===== src/rtl/sc_pkg.sv =====
// Shared types and constants for the stochastic-to-binary window counter.
package sc_pkg;

  localparam int unsigned DefLanes = 2;
  localparam int unsigned DefWlog  = 8;

  typedef enum logic [1:0] {
    StIdle,
    StAccum,
    StHold
  } state_e;

  function automatic int unsigned win_len(input int unsigned wlog);
    return 32'd1 << wlog;
  endfunction

endpackage


===== src/rtl/sc_lane_counter.sv =====
// One lane's population counter: clears on clr, adds bit_in when en is high.
module sc_lane_counter
  import sc_pkg::*;
#(
  parameter int unsigned CW = DefWlog + 1
) (
  input  logic          clk,
  input  logic          rst,
  input  logic          clr,
  input  logic          en,
  input  logic          bit_in,
  output logic [CW-1:0] cnt
);

  logic [CW-1:0] cnt_q, cnt_d;

  always_comb begin
    cnt_d = cnt_q;
    if (clr) begin
      cnt_d = '0;
    end else if (en) begin
      cnt_d = cnt_q + CW'(bit_in);
    end
  end

  always_ff @(posedge clk) begin
    if (rst) begin
      cnt_q <= '0;
    end else begin
      cnt_q <= cnt_d;
    end
  end

  assign cnt = cnt_q;

endmodule


===== src/rtl/sc_b2s_counter2.sv =====
// Accumulates LANES stochastic bitstreams over 2^WLOG valid samples and
// presents the per-lane ones-count with a valid/ready handshake.
module sc_b2s_counter2
  import sc_pkg::*;
#(
  parameter int unsigned LANES = DefLanes,
  parameter int unsigned WLOG  = DefWlog,
  parameter int unsigned CW    = WLOG + 1
) (
  input  logic                clk,
  input  logic                rst,
  input  logic                start,
  input  logic                in_valid,
  input  logic [LANES-1:0]    bs,
  output logic                busy,
  output logic                out_valid,
  input  logic                out_ready,
  output logic [LANES*CW-1:0] count
);

  localparam logic [WLOG-1:0] LastIdx = WLOG'(win_len(WLOG) - 1);

  state_e          state_q, state_d;
  logic [WLOG-1:0] smp_q, smp_d;
  logic            busy_q, busy_d;
  logic            out_valid_q, out_valid_d;
  logic            clr, en;

  always_comb begin
    state_d = state_q;
    smp_d   = smp_q;
    clr     = 1'b0;
    en      = 1'b0;
    unique case (state_q)
      StIdle: begin
        if (start) begin
          state_d = StAccum;
          smp_d   = '0;
          clr     = 1'b1;
        end
      end
      StAccum: begin
        if (in_valid) begin
          en    = 1'b1;
          // Sample counter wraps to 0 exactly as the window closes.
          smp_d = smp_q + WLOG'(1);
          if (smp_q == LastIdx) begin
            state_d = StHold;
          end
        end
      end
      StHold: begin
        if (out_ready) begin
          if (start) begin
            state_d = StAccum;
            smp_d   = '0;
            clr     = 1'b1;
          end else begin
            state_d = StIdle;
          end
        end
      end
      default: state_d = StIdle;
    endcase
    busy_d      = (state_d == StAccum);
    out_valid_d = (state_d == StHold);
  end

  always_ff @(posedge clk) begin
    if (rst) begin
      state_q     <= StIdle;
      smp_q       <= '0;
      busy_q      <= 1'b0;
      out_valid_q <= 1'b0;
    end else begin
      state_q     <= state_d;
      smp_q       <= smp_d;
      busy_q      <= busy_d;
      out_valid_q <= out_valid_d;
    end
  end

  for (genvar gi = 0; gi < LANES; gi++) begin : g_lane
    sc_lane_counter #(
      .CW(CW)
    ) u_lane (
      .clk   (clk),
      .rst   (rst),
      .clr   (clr),
      .en    (en),
      .bit_in(bs[gi]),
      .cnt   (count[gi*CW +: CW])
    );
  end

  assign busy      = busy_q;
  assign out_valid = out_valid_q;

endmodule


===== config.mk =====
export PLATFORM = sky130hd
export DESIGN_NAME = sc_b2s_counter2
export DESIGN_NICKNAME = d
export VERILOG_FILES = /design/src/rtl/sc_pkg.sv /design/src/rtl/sc_lane_counter.sv /design/src/rtl/sc_b2s_counter2.sv
export SDC_FILE = /design/constraint.sdc
export NUM_CORES = 1
export LEC_CHECK = 0
export ABC_AREA = 0
export BUFFER_PORTS_ARGS = -buffer_cell sky130_fd_sc_hd__buf_2
export CORE_MARGIN = 4
export CORE_UTILIZATION = 57
export DETAILED_ROUTE_END_ITERATION = 16
export PLACE_DENSITY = 0.79
export SYNTH_ARGS = -nofsm -noshare
export SYNTH_HDL_FRONTEND = slang
export SYNTH_SLANG_ARGS = --single-unit

===== constraint.sdc =====
create_clock -name clk -period 2.6 [get_ports clk]
set_clock_uncertainty 0.1 [all_clocks]
set_input_delay 0 -clock clk [delete_from_list [all_inputs] [get_ports clk]]
set_output_delay 0 -clock clk [all_outputs]
set_load 0.1 [all_outputs]

Yosys cells after proc, flatten, opt, wreduce, memory -nomap -nowiden. Index checks and enable logic that the tools add are counted.

Bits in registers: 30. Output and inout bits: 20. Logic and storage cells: 35.

$add $sub $neg: 3. Eq/ne operators: 7. Mux-type cells: 15. Reduce and logical (&&, ||, !) cells: 4.

Operator list (count): $mux 8 (3); $pmux 8 s3 (1); $add 9x1->9 (2); $add 8x1->8 const B (1); $eq 8x8->1 const B (1); $mux 2 (4); $pmux 2 s3 (1); $mux 1 (5); $eq 2x1->1 const B (2); $eq 2x2->1 const B (2); $ne 2x2->1 const B (2); $reduce_and 3->1 (1); $reduce_bool 3->1 (1); $logic_not 2->1 (1); $pmux 1 s2 (1); $reduce_or 2->1 (1).

Depth between registers and ports, before layout.
Depth in word-level cells: 5. Gate-level depth with buffers: 7.

Hierarchy. From an unflattened synthesis, not the netlist that was laid out.

Cell total of the unflattened synthesis: 148. Area, all modules: 1357.6 µm².

By module, submodules not included: sc_lane_counter (instances 2, cells each 44, area an instance 411.6 µm²); sc_b2s_counter2 (instances 1, cells each 60, area an instance 534.3 µm²).

Least setup slack after synthesis. Ideal clock, no wire load.

Path type: reg2reg. From: register g_lane[1].u_lane.cnt_q[0]. To: register g_lane[1].u_lane.cnt_q[8]. Data arrival time: 2.075 ns. Data required time: 2.383 ns. Setup slack: 0.308 ns. Cell stages (with the launch flop): 7. Period minus slack after synthesis: 2.292 ns. Path through: dfxtp_1 > ha_1 > ha_1 > nand3_1 > nor4_1 > xnor2_1 > nor2_1.

Cells in the longest elaborated chain, start to end: 1.

Ends and longest elaborated chain: start, declared (line sc_lane_counter.sv:15) `logic [CW-1:0] cnt_q, cnt_d;`; start signal, assigned (line sc_lane_counter.sv:30) `cnt_q <= cnt_d;`; $add 9x1->9 (line sc_lane_counter.sv:22) `cnt_d = cnt_q + CW'(bit_in);`.

Every way passes these cells. A chain may end at the register's enable or synchronous reset.

Worst setup path in the final report.
From: register state_q[0]. To: register state_q[1].

Cells in the longest elaborated chain, start to end: 2.

Ends and longest elaborated chain: start, declared (line sc_b2s_counter2.sv:23) `state_e state_q, state_d;`; start signal, assigned (line sc_b2s_counter2.sv:71) `state_q <= StIdle;`; start signal, assigned (line sc_b2s_counter2.sv:76) `state_q <= state_d;`; $eq 2x2->1, or another cell as far along (line sc_b2s_counter2.sv:34) `unique case (state_q)`; $pmux 2 s3 (*) (line sc_b2s_counter2.sv:34).

Mark *: on every way between the ends. The rest lies on a longest branch, timed or not.

==> results.cfg <==
[yosys]
netlist_area_um2 = 1350
yosysWarnings = 0
synth_ff_type = dfxtp_1
synth_edf_count = 0
ys_seq_area_share_pct = 44.6
synthArstFlopShare_pct = 0
ys_types = 33
synth_seq_cells = 30
synth.avg_cell_area_um2 = 8.81
synth_nets = 165
synthCells = 153

[clock_tree]
htree_levels = 2
clkLatencyLatePin_ns = 0.33
cts_setup_buffers = 0
cts.sinks = 30
cts-resized-gates = 0
clk_pin_slew_ns = 0.10
hold_buffers = 8
cts_tree = done
max-clock-path-buffers = 2
cts_buffers = 5
cts-root-buf = clkbuf_4

[grt]
grt_overflow = 0
grt_max_degree = 27
antenna_found_initial = 0
grt_pass1_wl_um = 4730
grt_pass1_vias = 1121
grt_use_total_pct = 19.2

[power]
switching_share_pct = 25.4
p_seq_share_pct = 56.7
p_comb_share_pct = 8.2
intPower_w = 0.000619
p_leak_nw = 0.635
peakVddDrop_uv = 473
p_sw_w = 0.000211
clkPwrFrac_pct = 35.1
power.density_nw_per_um2 = 516

[setup_path]
cp_num_buf_inv = 1
crit_fanout = 10
arrival_ns = 2.28
rrSetupSlack_ns = 0.50
critPathKind = flop to flop
crit_slowest_cell = dlygate4sd3_1
cp_cell_sequence = and3b_1, nand2_1, a221oi_1, dlygate4sd3_1
critPathTopFamily = simple AND/OR/NAND/NOR gates
end_kind = flop
start_kind = flop
max_stage_delay_ns = 0.58
worstPathRequired_ns = 2.78

[sta]
drv_slew = 0
max_freq_mhz = 476
rsz0062_at_grt = no
final-hold-violation-count = 0
finalCriticalPeriod_ns = 2.10
tightest_slew_ns = 0.830
finalSetupViolations = 0
post-route-period-util_pct = 80.8
tns_ns = 0
maxSlewHeadroom_pct = 44.7

[drt]
maxUsedRoutingLayer = met4
viasPerCell = 5.67
dr_wl_met2_um = 1390
wl_met3_um = 209
drtIter0Drc = 74
num_vias = 1231
ant_nets = 0
routed_wirelength_um = 2840
wl_met1_um = 1170
drtPass1Iterations = 4
drc = 0
post_drt_wl_per_cell_um = 13.1

[placed_design]
placed_area_um2 = 1470
port_buffers = 26
hpwlAfterDp_um = 1880
gp_congestion = 0.794

[floorplan]
rows = 17
start_util_pct = 60.3
dieArea_um2 = 3210
core_area_um2 = 2230
die_h_um = 56.6
die_w_um = 56.6
num_io_pins = 27

[worst_hold_path]
hold_path_class = input pin to flop

[status]
status = complete, no violations

[layout]
syn2layout_area_growth_pct = 19.4
diodes = 0
design_area_um2 = 1610
drive_gt1_share_pct = 18.5
nNetsFinal = 200
fin_util_pct = 72.0

[flow_run]
max_cap_violations = 0
## final cells by class
cell class / instances / area (um^2)
multi-input cells: 116 / 699
repair buffers: 34 / 210
fillers: 184 / 624
flip-flops and latches: 30 / 601
clock buffers: 7 / 55.1
well taps: 28 / 35.0
inverters: 1 / 3.75
clock inverters: 1 / 5.00
## cell usage after synthesis (2+ instances only)
library cell	count	area share, %
a21oi_1	12	4.5
a221oi_1	2	1.3
a31oi_1	2	0.93
and3_1	3	1.4
buf_2	2	0.74
buf_6	2	1.7
dfxtp_1	30	45
ha_1	5	4.6
nand2_1	19	5.3
nand3_1	7	2.6
nand4_1	4	1.9
nor2_1	15	4.2
nor3_1	6	2.2
nor4_1	2	0.93
o21ai_0	7	2.6
or3_1	7	3.2
xnor2_1	8	5.2
xor2_1	5	3.2
## registers in the layout, indices dropped and copies added (netlist names)
signal,flops
out_valid,1
state_q,2
g_lane.u_lane.cnt,18
busy,1
smp_q,8
## power groups by stage
stage / logic [W] / registers, W / clock network (W)
after floorplan: 0.0000385 / 0.000493 / 0
after global placement: 0.0000577 / 0.000481 / 0
after detailed placement: 0.0000586 / 0.000481 / 0
after CTS: 0.0000674 / 0.000470 / 0.000300
after global routing: 0.0000739 / 0.000472 / 0.000321
final: 0.0000682 / 0.000471 / 0.000291
## stage by stage
stage / hold WS [ns] / std cells / power (W) / setup slack [ns]
2_1_floorplan: -0.0213 / 153 / 0.000532 / 0.308
3_3_place_gp: 0.120 / 201 / 0.000538 / 0.786
3_5_place_dp: 0.122 / 201 / 0.000540 / 0.683
4_1_cts: 0.308 / 217 / 0.000837 / 0.527
5_1_grt: 0.315 / 217 / 0.000867 / 0.419
6_report: 0.328 / 217 / 0.000830 / 0.500
## path summary, 6_finish.rpt
check / startpoint / end / depth (start not counted)
setup / recovery: state_q[0]$_SDFF_PP0_ / state_q[1]$_SDFF_PP0_ / 4
hold / removal: rst / out_valid$_SDFF_PP0_ / 3
setup reg to reg: state_q[0]$_SDFF_PP0_ / state_q[1]$_SDFF_PP0_ / 4
hold reg to reg: g_lane[0].u_lane.cnt[0]$_SDFFE_PP0P_ / g_lane[0].u_lane.cnt[0]$_SDFFE_PP0P_ / 2
## cell families (layout without fill, tap and decap cells)
family / after synthesis / after routing / share of synthesized area [%]
fa+ha+maj: 5 / 5 / 4.64
xor+xnor: 13 / 13 / 8.45
buf+inv: 7 / 43 / 3.53
compound gates: 27 / 27 / 12.3
mux: 1 / 1 / 0.743
flops: 30 / 30 / 44.6
simple gates: 70 / 70 / 25.8
## metal layers
metal,global-route usage [%],vias to the layer above
met5,0,-
met4,9.15,0
met3,6.90,9
met2,32.7,47
met1,20.9,562
li1,-,613
## layout by cell type, fill, tap and decap left out, drive strengths merged, types with 2 or more instances in the layout
cell,count
ha,5
o21ai,7
nor2,15
nor3,6
a21oi,13
nand4,4
xnor2,8
dlygate4sd3,8
a31oi,2
nand3,7
a221oi,2
and3,3
nand2,19
xor2,5
clkbuf,7
nor4,2
dfxtp,30
nand2b,2
buf,26
or3,7
## worst min-delay path, stage by stage
cell and delay (ns):
dlygate4sd3_1 0.53, buf_2 0.13, a221oi_1 0.05
(Power assumes the default switching activity.)
